--- src/rtl/ppu_vbuf_page_sched.sv ---
// Double-buffer page scheduler for the 2-page video buffer.
// Chooses the scanout page and the render page. Pages swap only on the
// LCD frame boundary. The PPU frame-done toggle is synchronized into the
// LCD domain. The block keeps drop, repeat and stall statistics.
module ppu_vbuf_page_sched #(
  parameter int SYNC_STAGES    = 2,
  parameter int TIMEOUT_FRAMES = 8,
  parameter int CNT_W          = 16
) (
  input  logic             i_lcd_clk,
  input  logic             i_lcd_rstn,
  input  logic             i_sync_en,
  input  logic             i_frame_end,
  input  logic             i_ppu_done_tgl,
  input  logic             i_cnt_clr,
  output logic             o_rd_page,
  output logic             o_wr_page,
  output logic             o_swap,
  output logic             o_pending,
  output logic [CNT_W-1:0] o_drop_cnt,
  output logic [CNT_W-1:0] o_repeat_cnt,
  output logic             o_ppu_stall
);

  typedef enum logic [0:0] {
    ST_IDLE    = 1'b0,
    ST_PENDING = 1'b1
  } state_e;

  localparam logic [7:0]       TIMEOUT_C = 8'(TIMEOUT_FRAMES);
  localparam logic [CNT_W-1:0] CNT_MAX_C = {CNT_W{1'b1}};

  logic [SYNC_STAGES-1:0] sync_r;
  logic                   edge_prev_r;
  logic                   done_s;
  state_e                 state_r, state_nxt_s;
  logic                   sync_swap_s;
  logic                   free_swap_s;
  logic                   drop_inc_s;
  logic                   repeat_inc_s;
  logic [7:0]             timer_r, timer_nxt_s;

  // Synchronizer chain and edge-detect flop for the asynchronous done toggle.
  always_ff @(posedge i_lcd_clk or negedge i_lcd_rstn) begin
    if (!i_lcd_rstn) begin
      sync_r      <= '0;
      edge_prev_r <= 1'b0;
    end else begin
      sync_r      <= {sync_r[SYNC_STAGES-2:0], i_ppu_done_tgl};
      edge_prev_r <= sync_r[SYNC_STAGES-1];
    end
  end

  // Each completed PPU frame is seen as one edge of the synchronized level.
  assign done_s = sync_r[SYNC_STAGES-1] ^ edge_prev_r;

  // Next state, swap requests and statistics increments.
  always_comb begin
    state_nxt_s  = state_r;
    sync_swap_s  = 1'b0;
    free_swap_s  = 1'b0;
    drop_inc_s   = 1'b0;
    repeat_inc_s = 1'b0;
    if (i_sync_en) begin
      case (state_r)
        ST_IDLE: begin
          if (done_s && i_frame_end) begin
            sync_swap_s = 1'b1;
          end else if (done_s) begin
            state_nxt_s = ST_PENDING;
          end else if (i_frame_end) begin
            repeat_inc_s = 1'b1;
          end else begin
            state_nxt_s = ST_IDLE;
          end
        end
        ST_PENDING: begin
          // A newer frame overwrote the waiting one; the newer one is shown.
          drop_inc_s = done_s;
          if (i_frame_end) begin
            sync_swap_s = 1'b1;
            state_nxt_s = ST_IDLE;
          end else begin
            state_nxt_s = ST_PENDING;
          end
        end
        default: begin
          state_nxt_s = ST_IDLE;
        end
      endcase
    end else begin
      // Free-run mode: any waiting frame is discarded.
      state_nxt_s = ST_IDLE;
      free_swap_s = i_frame_end;
    end
  end

  // Stall timer next value: counts frames without a done, frozen in free-run.
  always_comb begin
    timer_nxt_s = timer_r;
    if (i_cnt_clr) begin
      timer_nxt_s = 8'd0;
    end else if (!i_sync_en) begin
      timer_nxt_s = timer_r;
    end else if (done_s) begin
      timer_nxt_s = 8'd0;
    end else if (i_frame_end && (timer_r < TIMEOUT_C)) begin
      timer_nxt_s = timer_r + 8'd1;
    end else begin
      timer_nxt_s = timer_r;
    end
  end

  // State, page bits, swap pulse and pending flag.
  always_ff @(posedge i_lcd_clk or negedge i_lcd_rstn) begin
    if (!i_lcd_rstn) begin
      state_r   <= ST_IDLE;
      o_rd_page <= 1'b1;
      o_wr_page <= 1'b0;
      o_swap    <= 1'b0;
      o_pending <= 1'b0;
    end else begin
      state_r   <= state_nxt_s;
      o_swap    <= sync_swap_s | free_swap_s;
      o_pending <= (state_nxt_s == ST_PENDING);
      if (sync_swap_s) begin
        o_rd_page <= o_wr_page;
        o_wr_page <= ~o_wr_page;
      end else if (free_swap_s) begin
        o_rd_page <= ~o_rd_page;
        o_wr_page <= ~o_wr_page;
      end
    end
  end

  // Saturating statistics counters; clear wins over increment.
  always_ff @(posedge i_lcd_clk or negedge i_lcd_rstn) begin
    if (!i_lcd_rstn) begin
      o_drop_cnt   <= '0;
      o_repeat_cnt <= '0;
    end else if (i_cnt_clr) begin
      o_drop_cnt   <= '0;
      o_repeat_cnt <= '0;
    end else begin
      if (drop_inc_s && (o_drop_cnt != CNT_MAX_C)) begin
        o_drop_cnt <= o_drop_cnt + {{(CNT_W-1){1'b0}}, 1'b1};
      end
      if (repeat_inc_s && (o_repeat_cnt != CNT_MAX_C)) begin
        o_repeat_cnt <= o_repeat_cnt + {{(CNT_W-1){1'b0}}, 1'b1};
      end
    end
  end

  // Stall timer and its registered timeout flag.
  always_ff @(posedge i_lcd_clk or negedge i_lcd_rstn) begin
    if (!i_lcd_rstn) begin
      timer_r     <= 8'd0;
      o_ppu_stall <= 1'b0;
    end else begin
      timer_r     <= timer_nxt_s;
      o_ppu_stall <= (timer_nxt_s == TIMEOUT_C);
    end
  end

endmodule

--- config.mk ---
export PLATFORM = sky130hd
export DESIGN_NAME = ppu_vbuf_page_sched
export DESIGN_NICKNAME = d
export VERILOG_FILES = /design/src/rtl/ppu_vbuf_page_sched.sv
export SDC_FILE = /design/constraint.sdc
export NUM_CORES = 1
export LEC_CHECK = 0
export CAP_MARGIN = 10
export CORE_ASPECT_RATIO = 0.6
export CORE_MARGIN = 2
export CORE_UTILIZATION = 57
export DETAILED_ROUTE_END_ITERATION = 12
export HOLD_SLACK_MARGIN = 0.06
export PLACE_DENSITY_LB_ADDON = 0.3
export SETUP_SLACK_MARGIN = 0.15
export SLEW_MARGIN = 30
export SYNTH_ARGS = -nofsm -noshare
export SYNTH_HDL_FRONTEND = slang
export SYNTH_SLANG_ARGS = --single-unit
--- constraint.sdc ---
create_clock -name i_lcd_clk -period 3.4 [get_ports i_lcd_clk]
set_input_delay 0.85 -clock i_lcd_clk [delete_from_list [all_inputs] [get_ports i_lcd_clk]]
set_output_delay 0.85 -clock i_lcd_clk [all_outputs]
set_load 0.05 [all_outputs]
Word level (Yosys, flattened, before mapping). Cells that the tools add are included.

$add $sub $neg: 3. $lt $le $gt $ge: 1. Equality and inequality tests: 3. Mux-type cells: 28. Bitwise gates (word level): 5. Reductions and logical operators: 7.

Operator list (count): $mux W16 (4); $add A16 B1 Y16 const B (2); $mux W8 (4); $ne A16 B16 Y1 const B (2); $mux W1 (18); $add A8 B1 Y8 const B (1); $eq A8 B4 Y1 const B (1); $lt A8 B4 Y1 const B (1); $reduce_bool A2 Y1 (3); $logic_and A1 B1 Y1 (4); $pmux W1 S2 (2); $not A1 Y1 (3); $or A1 B1 Y1 (1); $xor A1 B1 Y1 (1).

Bits in registers: 48. Bits of input ports: 6. Output and inout bits: 37. Logic and storage cells: 57.

Depth between registers and ports, before layout. Gate-level depths: netlist of the first run.

Depth after elaboration: 8. Depth in mapped cells: 6. Gate-level depth less buffers: 5.

Worst setup path before layout of the first run. No wires, ideal clock.

Path kind: input -> register. Start: input i_sync_en. End: register o_repeat_cnt[15]. Library setup time: 0.125 ns. Arrival time: 2.133 ns. Required time: 3.275 ns. Path slack: 1.142 ns. Stages on the path: 6. Buffers on the path: 2. Cells stage by stage: buf_2 -> and3b_1 -> buf_2 -> nand3_1 -> nor4b_1 -> mux2_2.

Word-level cells in the longest chain between the ends: 3.

RTL lines: start: declaration (line 12) `input logic i_sync_en,`; $mux W1 (line 64) `if (i_sync_en) begin`; $logic_and A1 B1 Y1 (line 148) `if (repeat_inc_s && (o_repeat_cnt != CNT_MAX_C)) begin`; $reduce_bool A2 Y1 (no source line); end signal: assignment (line 149) `o_repeat_cnt <= o_repeat_cnt + {{(CNT_W-1){1'b0}}, 1'b1};`; end: declaration (line 21) `output logic [CNT_W-1:0] o_repeat_cnt,`.

Every way passes these cells. A chain may end at the register's enable or synchronous reset.

Worst setup path in the final report of the first run. Same ends and word-level chain as after synthesis.

==> flow_metrics.py, run 1 <==
metrics = {
    "outcome": {
        "status": "completed",
    },
    "clock_network": {
        "clock_latency_ps": 310,
        "cts_buffers": 5,
        "clk_pin_slew_ps": 90,
        "h-tree-depth": 2,
        "cts_hold_buf": 0,
        "cts_max_path_buffers": 2,
        "tritoncts": "done",
        "cts_resized": 0,
        "cts_post_setup_buffers_inserted": 0,
        "cts.root.buffer_cell": "clkbuf_8",
        "clock_sinks": 48,
    },
    "logic_synthesis": {
        "synthXorXnorAreaFrac": 0.0231,
        "async_flop_share": 1.00,
        "synthMuxAreaShare": 0.0688,
        "synth_area_per_cell_um2": 9.81,
        "yosysTopAreaCell": "dfrtp_1",
        "synth_enable_flop_cells": 0,
        "synth_ff_type": "dfrtp_1",
        "synth_area_leaders": "dfrtp_1, mux2_2, a21oi_1, nor2_1, or4_1",
        "syn_nets": 274,
        "post-synth-top-count-cell": "dfrtp_1",
        "synth_top_area_share": 0.452,
        "yosysSeqAreaShare": 0.462,
        "synth_area_mm2": 0.00260,
        "synth_seq_cells": 48,
        "synth-compound-area-share": 0.127,
        "yosysUniqueCellTypes": 47,
        "synth-simple-area-share": 0.278,
        "synthAdderAreaFrac": 0.0144,
        "syn_inst": 265,
        "ys_warn_count": 0,
        "synthTopCellsByCount": "dfrtp_1, nor2_1, a21oi_1",
        "synth_top_family_by_area": "simple AND/OR/NAND/NOR gates",
    },
    "cells_and_area": {
        "register_area_mm2": 0.00120,
        "drive_above_1_share": 0.108,
        "fin_area_mm2": 0.00315,
        "area_growth_pct": 21.3,
        "stdcell_count": 365,
        "final_nets": 313,
        "fillers": 318,
        "multi_input_area_mm2": 0.00134,
        "n_antenna_cell": 0,
    },
    "power_and_ir_drop": {
        "pwr-share-seq": 0.548,
        "p_sw_frac": 0.278,
        "power.clock.fraction": 0.322,
        "p_leak_uw": 0.00127,
        "power_switching_uw": 307,
        "pwr_density_cell_mw_per_mm2": 350,
        "p_int_uw": 797,
        "ir_worst_vdd_mv": 0.297,
        "comb_power_share": 0.130,
    },
    "drt": {
        "drc": 0,
        "drt_first_pass_iters": 5,
        "via_count": 2252,
        "ant_nets": 0,
        "wl_per_cell_um": 16.3,
        "via_per_inst": 6.17,
        "initialDrtViolationCount": 274,
        "totalWireLength_mm": 5.96,
    },
    "min_path": {
        "holdCritPathClass": "reg -> reg",
    },
    "sta": {
        "fin_crit_sh": 0.771,
        "hold_viol_final": 0,
        "finClkSkew_ps": 6.20,
        "worst_slack_ps": 780,
        "min_period_ps": 2620,
        "slew_headroom": 0.548,
        "tns_ps": 0,
        "worst_pin_slew_ps": 676,
        "final_max_slew_viol_count": 0,
        "setup_viol": 0,
        "rsz0062_at_grt": "false",
        "fmax_mhz": 382,
    },
    "floorplan": {
        "std_cell_rows": 18,
        "io-pin-count": 43,
        "core_mm2": 0.00423,
        "initial_utilization": 0.614,
        "dieArea_mm2": 0.00514,
        "die_h_um": 56.3,
        "die_w_um": 91.2,
    },
    "job": {
        "drv_cap": 0,
    },
    "setup_path": {
        "max_stage_delay_ps": 630,
        "crit_slowest_cell": "clkdlybuf4s50_1",
        "startpoint_type": "input pin",
        "rrSetupSlack_ps": 1260,
        "critPathArrivalTime_ps": 2820,
        "critPathCaptureType": "register",
        "crit_required_ps": 3600,
        "crit_fanout": 10,
        "worst-setup-path-type": "in -> reg",
        "cp_cell_sequence": "clkdlybuf4s50_1 -> and3b_1 -> nand3_1 -> nor4b_1 -> mux2_2",
    },
    "global_route": {
        "grt.total_usage": 0.256,
        "overflow": 0,
        "grt_start_max_net_pins": 51,
        "grt_pass1_wl_mm": 10.3,
        "antenna_found_initial": 0,
        "grt_pass1_vias": 2123,
    },
    "placement": {
        "gp_congestion": 0.833,
        "dpl_cell_area_mm2": 0.00305,
        "port-buffer-count": 42,
        "place_hpwl_mm": 4.22,
        "dpl.cell_count": 357,
        "place_ws_ps": 480,
    },
}
==> area by class of cell <==
cell class	instances	share of cell area
Multi-Input combinational cell	200	0.424
Sequential cell	48	0.381
Timing Repair Buffer	43	0.135
Clock buffer	6	0.0262
Tap cell	60	0.0238
Inverter	6	0.00714
Clock inverter	2	0.00317
==> placed cells by master, fill, tap and decap left out, types with 2 or more instances in the layout <==
| cell type | count |
|---|---|
| nor2b_1 | 11 |
| o21ai_0 | 4 |
| nand2_1 | 13 |
| nor3_1 | 3 |
| clkbuf_8 | 6 |
| buf_4 | 2 |
| nand4_1 | 5 |
| xor2_1 | 2 |
| and4_1 | 7 |
| nor4_1 | 4 |
| nor2_1 | 25 |
| and3_1 | 3 |
| xnor2_1 | 3 |
| clkinv_2 | 2 |
| nand2b_1 | 2 |
| o41ai_1 | 2 |
| or4_1 | 12 |
| a211oi_1 | 3 |
| ha_1 | 3 |
| and2_1 | 8 |
| a21oi_1 | 23 |
| clkdlybuf4s50_1 | 41 |
| nand3_1 | 16 |
| mux2_2 | 15 |
| or3_1 | 5 |
| o31ai_1 | 11 |
| dfrtp_1 | 47 |
| inv_1 | 6 |
==> logic make-up (layout without fill, tap and decap cells) <==
| kind of cell | count (synthesis) | after routing |
|---|---|---|
| simple gates | 124 | 124 |
| flops | 48 | 48 |
| fa+ha+maj | 3 | 3 |
| buf+inv | 17 | 57 |
| xor+xnor | 6 | 6 |
| compound gates | 51 | 51 |
| mux | 16 | 16 |
==> state kept, by name (all words and copies together), names as in the netlist <==
signal	flops
o_drop_cnt	16
o_repeat_cnt	16
timer_r	8
sync_r	2
edge_prev_r	1
o_ppu_stall	1
o_rd_page	1
o_swap	1
o_wr_page	1
state_r	1
==> power groups by stage <==
| stage | Clock, uW | Sequential (uW) | Combinational (uW) |
|---|---|---|---|
| final | 356 | 605 | 143 |
| after global routing | 386 | 608 | 158 |
| after CTS | 360 | 605 | 145 |
| after detailed placement | 0 | 616 | 144 |
| after global placement | 0 | 615 | 140 |
| after floorplan | 0 | 656 | 47.1 |
==> per-layer routing <==
layer,wire length (um),track usage,vias to the layer above
li1,-,-,1063
met1,2880,0.370,1091
met2,2600,0.368,91
met3,403,0.0644,7
met4,76,0.108,0
met5,0,0,-
==> path summary, 6_finish.rpt <==
kind / startpoint / end / cells past startpoint
max: i_sync_en / o_repeat_cnt[15]$_DFFE_PN0P_ / 5
min: sync_r[0]$_DFF_PN0_ / sync_r[1]$_DFF_PN0_ / 0
max reg2reg: o_repeat_cnt[10]$_DFFE_PN0P_ / o_repeat_cnt[0]$_DFFE_PN0P_ / 4
min reg2reg: sync_r[0]$_DFF_PN0_ / sync_r[1]$_DFF_PN0_ / 0
max in group asynchronous: i_lcd_rstn / timer_r[6]$_DFF_PN0_ / 1
min in group asynchronous: i_lcd_rstn / timer_r[2]$_DFF_PN0_ / 1
==> critical path, delay by kind of cell <==
| kind | cells | cell delay (ps) |
|---|---|---|
| buf+inv | 1 | 630 |
| simple gates | 3 | 980 |
| mux | 1 | 370 |
==> per-stage QoR <==
| stage | power (uW) | util | hold slack (ps) |
|---|---|---|---|
| after floorplan | 703 | - | 331 |
| final | 1100 | 0.745 | 356 |
| after CTS | 1110 | 0.743 | 356 |
| after detailed placement | 760 | 0.721 | 336 |
| after global placement | 755 | 0.720 | 335 |
| after global routing | 1150 | 0.745 | 358 |
Note: power is estimated with default switching activity, not from simulation.
==> inputs of run 2 (changes only) <==
- CORE_UTILIZATION: 57 -> 48
- clock period: 3.4 -> 2.4 ns (I/O delays scaled with it)
==> run 2 against run 1 <==
Against the previous run: highest routed layer unchanged; combinational power rose by 50%; hold slack about the same; cell area is 4.2% higher; sequential share of layout area fell by 1.5 points; clock-buffer cell count unchanged.
==> flow_metrics.py, run 2 (synthesized netlist as in run 1, its figures left out) <==
metrics = {
    "sta": {
        "slew_headroom": 0.600,
        "finClkSkew_ps": 4.85,
        "setup_viol": 0,
        "rsz0062_at_grt": "false",
        "fmax_mhz": 455,
        "worst_pin_slew_ps": 601,
        "final_max_slew_viol_count": 0,
        "tns_ps": 0,
        "fin_crit_sh": 0.915,
        "min_period_ps": 2200,
        "hold_viol_final": 0,
        "timing.hold.ws_ps": 356,
    },
    "setup_path": {
        "cp_cell_sequence": "clkdlybuf4s50_1",
        "rrSetupSlack_ps": 330,
        "crit_required_ps": 1800,
        "reg2reg_from": "o_drop_cnt[0]$_DFFE_PN0P_",
        "worst-setup-path-type": "reg -> out",
        "critPathCaptureType": "primary output",
        "reg2regPathDepth": 5,
        "cp.depth": 1,
        "cp.buffers_inverters": 1,
        "crit_slowest_cell": "clkdlybuf4s50_1",
        "crit_fanout": 7,
        "timing.rr.end": "o_drop_cnt[9]$_DFFE_PN0P_",
        "critPathArrivalTime_ps": 1600,
        "cp_top_family": "buffers and inverters",
        "max_stage_delay_ps": 840,
        "startpoint_type": "register",
    },
    "clock_network": {
        "cts_hold_buf": 0,
        "cts.root.buffer_cell": "clkbuf_8",
        "cts_buffers": 5,
        "h-tree-depth": 2,
        "cts_max_path_buffers": 2,
        "clk_pin_slew_ps": 90,
        "clock_latency_ps": 290,
        "cts_post_setup_buffers_inserted": 0,
        "tritoncts": "done",
        "clock_sinks": 48,
    },
    "min_path": {
        "min_from": "sync_r[0]$_DFF_PN0_",
        "min_delay_worst_endpoint": "sync_r[1]$_DFF_PN0_",
        "min_delay_path_depth": 0,
        "holdCritPathClass": "reg -> reg",
    },
    "cells_and_area": {
        "final_nets": 328,
        "n_antenna_cell": 0,
        "fin_area_mm2": 0.00329,
        "layout_common_cells": "dfrtp_1, clkdlybuf4s50_1, nor2_1, a21oi_1, nand3_1",
        "drive_above_1_share": 0.153,
        "area_growth_pct": 26.4,
        "final_common_cell": "dfrtp_1",
        "reg_top3": "o_drop_cnt x16, o_repeat_cnt x16, timer_r x8",
    },
    "floorplan": {
        "core_mm2": 0.00513,
        "std_cell_rows": 20,
        "die_w_um": 99.0,
        "initial_utilization": 0.507,
        "die_h_um": 61.0,
        "io-pin-count": 43,
        "dieArea_mm2": 0.00604,
    },
    "power_and_ir_drop": {
        "finalPower_uw": 1580,
        "p_leak_uw": 0.00135,
        "pwr_density_cell_mw_per_mm2": 480,
        "ir_worst_vdd_mv": 0.382,
    },
    "placement": {
        "port-buffer-count": 42,
        "gp_congestion": 0.861,
        "place_hpwl_mm": 4.32,
        "dpl_cell_area_mm2": 0.00318,
    },
    "global_route": {
        "grt_pass1_wl_mm": 10.2,
        "overflow": 0,
        "grt_pass1_vias": 2044,
        "grt_start_max_net_pins": 50,
        "grt.total_usage": 0.212,
        "antenna_found_initial": 0,
    },
    "drt": {
        "wl_per_cell_um": 15.8,
        "ant_nets": 0,
        "drc": 0,
        "via_count": 2278,
        "initialDrtViolationCount": 132,
        "drt_first_pass_iters": 4,
        "via_per_inst": 5.90,
        "totalWireLength_mm": 6.11,
    },
    "job": {
        "drv_cap": 0,
    },
    "outcome": {
        "status": "completed",
    },
}
==> run 2: cell count changes in the layout (fill, tap and decap cells not counted), moves of 2 or more <==
cell             before  now
clkinvlp_4            0    2
clkinv_2              2    0
buf_4                 2   15
dlygate4sd2_1         0    2
clkdlybuf4s50_1      41   38
==> run 2: area by class of cell <==
class / count / area, um^2
clock buffers: 6 / 82.6
inverters: 6 / 22.5
multi-input cells: 200 / 1330
flip-flops and latches: 48 / 1200
clock inverters: 2 / 15.0
well taps: 66 / 82.6
fillers: 423 / 1840
repair buffers: 58 / 548
==> run 2: per-stage QoR <==
step | instances | setup WS (ps) | utilization
4_1_cts | 386 | 175 | 0.639
6_report | 386 | 203 | 0.641
5_1_grt | 386 | 151 | 0.641
3_5_place_dp | 378 | -68.2 | 0.620
3_3_place_gp | 378 | -1.43 | 0.620
2_1_floorplan | 265 | 276 | -
==> run 2: worst max path at each step <==
| stage | start | end | slack [ps] |
|---|---|---|---|
| 2_1_floorplan | o_drop_cnt[0]$_DFFE_PN0P_ | o_drop_cnt[9]$_DFFE_PN0P_ | 280 |
| 3_3_place_gp | i_sync_en | o_repeat_cnt[15]$_DFFE_PN0P_ | -1 |
| 3_5_place_dp | i_frame_end | o_ppu_stall$_DFF_PN0_ | -70 |
| 6_report | o_repeat_cnt[3]$_DFFE_PN0P_ | o_repeat_cnt[3] | 200 |
| 4_1_cts | o_repeat_cnt[2]$_DFFE_PN0P_ | o_repeat_cnt[2] | 170 |
| 5_1_grt | o_repeat_cnt[3]$_DFFE_PN0P_ | o_repeat_cnt[3] | 150 |
==> run 2: per-layer routing <==
metal,wire length (um),GRT usage,vias to the layer above
met3,364,0.0465,2
met2,2560,0.307,70
li1,-,-,1092
met4,22,0.0274,0
met5,0,0,-
met1,3160,0.337,1114
==> run 2: timing repair <==
item / in CTS / in global routing
cloned: 0 / 0
pin swaps: 0 / 0
setup endpoints to repair: 2 / 2
gates resized for setup: 2 / 2
==> run 2: report_power, final <==
group	internal [uW]	switching, uW
Clock	234	272
Sequential	833	22.4
Combinational	75.5	139
